**src/rtl/flash_resp_pkg.sv**
```systemverilog
// Shared types and timing defaults for the cart-side flash read responder.
package flash_resp_pkg;

    typedef enum logic [2:0] {
        POR_PULSE,
        POR_RECOVER,
        IDLE,
        START,
        ACCESS,
        GAP
    } flash_state_e;

    localparam int unsigned DEF_ADDR_W      = 23;
    localparam int unsigned DEF_DATA_W      = 16;
    localparam int unsigned DEF_WAIT_CYCLES = 7;
    localparam int unsigned DEF_POR_CYCLES  = 16;

    // Wide enough to hold max(a,b)-1, the largest value ever loaded.
    function automatic int unsigned cnt_width(int unsigned a, int unsigned b);
        int unsigned m;
        int unsigned w;
        m = (a > b) ? a : b;
        w = $clog2(m);
        return (w < 1) ? 1 : w;
    endfunction

endpackage

```
**src/rtl/flash_read_responder.sv**
```systemverilog
// Read-only responder between the cart mapper request/ready port and the Nexys3
// shared flash/PSRAM pins; sequences flash power-up reset, then timed async reads.
module flash_read_responder
    import flash_resp_pkg::*;
#(
    parameter int unsigned ADDR_W      = DEF_ADDR_W,
    parameter int unsigned DATA_W      = DEF_DATA_W,
    parameter int unsigned WAIT_CYCLES = DEF_WAIT_CYCLES,
    parameter int unsigned POR_CYCLES  = DEF_POR_CYCLES
) (
    input  logic              clk_sys,
    input  logic              rst,
    input  logic              req,
    input  logic [ADDR_W-1:0] address,
    output logic [DATA_W-1:0] rdata,
    output logic              ready,
    output logic [ADDR_W-1:0] flash_a,
    input  logic [DATA_W-1:0] flash_d_in,
    output logic              flash_d_oe,
    output logic              flash_ce_n,
    output logic              flash_oe_n,
    output logic              flash_we_n,
    output logic              flash_reset_n,
    output logic              flash_adv_n,
    output logic              psram_ce_n
);

    localparam int unsigned    CNT_W     = cnt_width(WAIT_CYCLES, POR_CYCLES);
    localparam logic [CNT_W-1:0] WAIT_LOAD = CNT_W'(WAIT_CYCLES - 1);
    localparam logic [CNT_W-1:0] POR_LOAD  = CNT_W'(POR_CYCLES - 1);

    flash_state_e      state_q, state_d;
    logic [CNT_W-1:0]  cnt_q, cnt_d;
    logic              pending_q, pending_d;
    logic              ready_q, ready_d;
    logic [DATA_W-1:0] rdata_q, rdata_d;
    logic [ADDR_W-1:0] addr_q, addr_d;
    logic              bus_n_q, bus_n_d;
    logic              frst_n_q, frst_n_d;

    always_ff @(posedge clk_sys or posedge rst) begin
        if (rst) begin
            state_q   <= POR_PULSE;
            cnt_q     <= POR_LOAD;
            pending_q <= 1'b0;
            ready_q   <= 1'b0;
            rdata_q   <= '0;
            addr_q    <= '0;
            bus_n_q   <= 1'b1;
            frst_n_q  <= 1'b0;
        end else begin
            state_q   <= state_d;
            cnt_q     <= cnt_d;
            pending_q <= pending_d;
            ready_q   <= ready_d;
            rdata_q   <= rdata_d;
            addr_q    <= addr_d;
            bus_n_q   <= bus_n_d;
            frst_n_q  <= frst_n_d;
        end
    end

    always_comb begin
        state_d   = state_q;
        cnt_d     = cnt_q;
        pending_d = pending_q;
        ready_d   = ready_q;
        rdata_d   = rdata_q;
        addr_d    = addr_q;
        bus_n_d   = bus_n_q;
        frst_n_d  = frst_n_q;

        case (state_q)
            POR_PULSE: begin
                pending_d = pending_q | req;
                if (cnt_q == '0) begin
                    frst_n_d = 1'b1;
                    cnt_d    = POR_LOAD;
                    state_d  = POR_RECOVER;
                end else begin
                    cnt_d = cnt_q - 1'b1;
                end
            end
            POR_RECOVER: begin
                pending_d = pending_q | req;
                if (cnt_q == '0) begin
                    // A req on the final cycle counts, so ready never rises with work queued.
                    if (pending_q || req) begin
                        state_d = START;
                    end else begin
                        ready_d = 1'b1;
                        state_d = IDLE;
                    end
                end else begin
                    cnt_d = cnt_q - 1'b1;
                end
            end
            IDLE: begin
                if (req) begin
                    addr_d  = address;
                    bus_n_d = 1'b0;
                    ready_d = 1'b0;
                    cnt_d   = WAIT_LOAD;
                    state_d = ACCESS;
                end
            end
            START: begin
                addr_d    = address;
                bus_n_d   = 1'b0;
                ready_d   = 1'b0;
                cnt_d     = WAIT_LOAD;
                pending_d = 1'b0;
                state_d   = ACCESS;
            end
            ACCESS: begin
                if (req) begin
                    pending_d = 1'b1;
                end
                if (cnt_q == '0) begin
                    rdata_d = flash_d_in;
                    bus_n_d = 1'b1;
                    state_d = GAP;
                end else begin
                    cnt_d = cnt_q - 1'b1;
                end
            end
            GAP: begin
                if (pending_q || req) begin
                    state_d = START;
                end else begin
                    ready_d = 1'b1;
                    state_d = IDLE;
                end
            end
            default: begin
                state_d = POR_PULSE;
            end
        endcase
    end

    assign rdata         = rdata_q;
    assign ready         = ready_q;
    assign flash_a       = addr_q;
    assign flash_ce_n    = bus_n_q;
    assign flash_oe_n    = bus_n_q;
    assign flash_adv_n   = bus_n_q;
    assign flash_reset_n = frst_n_q;
    assign flash_we_n    = 1'b1;
    assign flash_d_oe    = 1'b0;
    assign psram_ce_n    = 1'b1;

endmodule

```
**config.mk**
```make
export PLATFORM = sky130hd
export DESIGN_NAME = flash_read_responder
export DESIGN_NICKNAME = d
export VERILOG_FILES = /design/src/rtl/flash_resp_pkg.sv /design/src/rtl/flash_read_responder.sv
export SDC_FILE = /design/constraint.sdc
export NUM_CORES = 1
export LEC_CHECK = 0
export BUFFER_PORTS_ARGS = -buffer_cell sky130_fd_sc_hd__buf_2
export CORE_ASPECT_RATIO = 0.75
export CORE_UTILIZATION = 30
export CTS_BUF_LIST = sky130_fd_sc_hd__clkbuf_4 sky130_fd_sc_hd__clkbuf_8
export CTS_CLUSTER_DIAMETER = 30
export CTS_CLUSTER_SIZE = 28
export DETAILED_ROUTE_END_ITERATION = 10
export MAX_ROUTING_LAYER = met4
export PLACE_DENSITY = 0.53
export SLEW_MARGIN = 30
export SYNTH_ARGS = -nofsm -noshare
export SYNTH_HDL_FRONTEND = slang
export SYNTH_SLANG_ARGS = --single-unit
```
**constraint.sdc**
```tcl
create_clock -name clk_sys -period 1.63 [get_ports clk_sys]
set_clock_uncertainty 0.05 [all_clocks]
set_input_delay 0.2445 -clock clk_sys [delete_from_list [all_inputs] [get_ports clk_sys]]
set_output_delay 0.2445 -clock clk_sys [all_outputs]
set_load 0.005 [all_outputs]
```
==> impl_metrics.json <==
{
  "clock_power_share_pct": 17.2,
  "overflow": 0,
  "grt_first_pass_wirelength_um": 6810,
  "asyncSetResetFlopFracSynth_pct": 100,
  "detail_route.wl_per_cell_um": 12.5,
  "final.setup.worst_slack_ns": -0.0895,
  "tritoncts_num_sinks": 50,
  "yosysMostFrequentCell": "dfrtp_1",
  "ir_worst_vdd_mv": 0.615,
  "vias_per_cell": 4.25,
  "global_route.usage.total_pct": 12.2,
  "h-tree-depth": 2,
  "dr.first_iter.drc_count": 14,
  "clk_pin_slew_worst_paths_ns": 0.09,
  "net-switching-power_w": 0.00157,
  "timing.critical_path.fanout_max": 17,
  "detailedRoute.firstPassIterationCount": 4,
  "dp.final_hpwl_um": 3180,
  "dr_wl_met3_um": 268,
  "finalHoldViolations": 0,
  "finalNetCount": 291,
  "timing.max_cap.violations": 0,
  "top_routing_layer_in_use": "met4",
  "ys_types": 34,
  "timing.critical_path.to_type": "flop",
  "clockRootBuffer": "clkbuf_8",
  "failed_checks": "setup timing",
  "detailed_place.area_um2": 2760,
  "period_needed_ns": 1.72,
  "switching_share_pct": 30.4,
  "wl_met2_um": 1940,
  "via_count_of_the_first_global_routing_pass": 1487,
  "detail_route.wirelength.met1_um": 2120,
  "worstSetupPathType": "flop to flop",
  "number_of_enable_type_register_cells_in_the_synthesized_netlist": 0,
  "route.vias.total": 1474,
  "timing.critical_path.from": "cnt_q[1]",
  "drtAntennaViolNets": 0,
  "die_w_um": 99.7,
  "largest_area_contributor_in_the_synthesized_netlist": "dfrtp_1",
  "post-route-period-util_pct": 105,
  "synth.top_cells.by_area": "dfrtp_1 52%, mux2_2 15%, mux2_4 6.3%",
  "antenna_violations_before_repair": 0,
  "rsz_0062_raised_after_global_routing": "yes",
  "tns_ns": -1.22,
  "p_comb_share_pct": 38.6,
  "routabilityCongestion": 0.704,
  "die-area_um2": 7500,
  "design.core.area_um2": 6860,
  "req_time_crit_path_ns": 1.76,
  "power_per_cell_area_nw_per_um2": 1780,
  "synthDominantCellAreaShare_pct": 52.5,
  "io_buffers": 85,
  "area_growth_pct": 35.4,
  "synth_seq_area_share_pct": 58.6,
  "floorplan.initialDensity_pct": 31.3,
  "mappedNetlistArea_um2": 2150,
  "ratio_of_cells_with_drive_above_1_in_the_final_layout_pct": 65.1,
  "antennaDiodeCount": 0,
  "ys_seq_elements": 50,
  "postSynth.topFlopCell": "dfrtp_1",
  "fp-row-count": 26,
  "worstReg2RegStart": "cnt_q[1]",
  "status": "finished with violations",
  "synthesis.instances": 153,
  "report.final.slew_viol_count": 0,
  "io-pin-count": 89,
  "detail_route.drc_violations": 0,
  "yosysWarnings": 0,
  "grt_max_degree": 40,
  "tritoncts": "built",
  "postSynthAreaPerCell_um2": 14.0,
  "max_freq_mhz": 582,
  "wl_um": 4350,
  "fp.dieH_um": 75.2,
  "cp.arrival_ns": 1.85,
  "clock_insertion_delay_worst_skew_ns": 0.29,
  "power.sequential.fraction_pct": 44.1,
  "synthTopCellsByCount": "45 x dfrtp_1, 29 x mux2_2, 9 x mux2_4, 7 x buf_4",
  "setup-violations-final": 18,
  "intPower_w": 0.00359,
  "setup.worst_path.start_class": "flop",
  "design_area_um2": 2910,
  "min-delay-start": "address[16]",
  "leak_nw": 1.42,
  "hold_class": "input pin to flop",
  "clock_path_buffers": 2,
  "cts-buffers-inserted": 5
}
[worst paths after layout]
| kind | end | slack [ns] | cells after the start |
|---|---|---|---|
| worst max register to register | rdata[8] | -0.09 | 6 |
| worst min-delay path | flash_a[16] | 0.11 | 2 |
| min in group asynchronous | flash_a[8] | 0.38 | 3 |
| max in group asynchronous | cnt_q[3] | 0.60 | 4 |
| worst min register to register | flash_reset_n | 0.43 | 1 |
| worst max-delay path | rdata[8] | -0.09 | 6 |
[routing by layer]
metal	vias up	track usage, %
li1	715	-
met1	708	16.2
met2	49	18.4
met3	2	3.81
met4	0	2.94
met5	-	-
[area by class of cell]
cell class                      instances  area (um2)
Timing Repair Buffer                   98         563
Fill cell                             685        3960
Multi-Input combinational cell         88         828
Clock buffer                            7        83.8
Sequential cell                        50        1260
Tap cell                               98         123
Inverter                                5        18.8
Clock inverter                          1        30.0
[worst max-delay path, cell delays in order, from the launching register on]
cell,delay (ns)
dfstp_2,0.39
inv_2,0.07
ha_4,0.14
nor3b_4,0.36
nand3_4,0.12
buf_12,0.18
mux2_4,0.30
[what timing repair did]
item                       CTS  global route
setup buffers                0             1
hold endpoints to repair    11             0
pin swaps                    1             1
gates resized for setup      2             3
hold buffers                 1             0
setup endpoints to repair   21            45
[power groups by stage]
stage	combinational (W)	sequential, W	clock [W]
floorplan	0.00115	0.00226	0
global placement	0.00196	0.00227	0
detailed placement	0.00200	0.00228	0
CTS	0.00201	0.00228	0.000931
global route	0.00222	0.00237	0.000963
finish	0.00199	0.00228	0.000889
[cell usage in the layout (no fill, tap or decap), drive strengths merged, types with 3 or more instances in the layout]
master and n:
dfrtp 45, nand2b 3, dfstp 5, o21ai 5, buf 97, nand2 5, nor2 6, inv 5
a21oi 4, mux2 39, clkbuf 7, conb 3
[stage by stage]
step	hold WS [ns]	utilization [%]	worst slack (ns)	std cells	power (W)
floorplan	0.329	-	-0.0471	154	0.00341
global placement	0.148	40.2	-0.0302	337	0.00423
finish	0.113	42.3	-0.0895	347	0.00516
global route	0.114	42.3	-0.165	347	0.00555
CTS	0.104	42.1	-0.101	346	0.00522
detailed placement	0.149	40.2	-0.0824	337	0.00428
[cells by family after synthesis]
logic type                 count (synthesis)  synth area share, %
DFF                                       50                 58.6
AOI/OAI and AO/OA                         20                 6.06
other                                      2                0.350
and+or+nand+nor                           23                 6.88
buffers and inverters                     16                 4.55
adders and majority gates                  1                0.583
muxes                                     41                 23.0
[state kept, by name, indices dropped and copies added, names as in the netlist]
name,cells
ready,1
rdata,16
flash_adv_n,1
flash_reset_n,1
state_q,3
pending_q,1
flash_a,23
cnt_q,4
(Power assumes the default switching activity.)
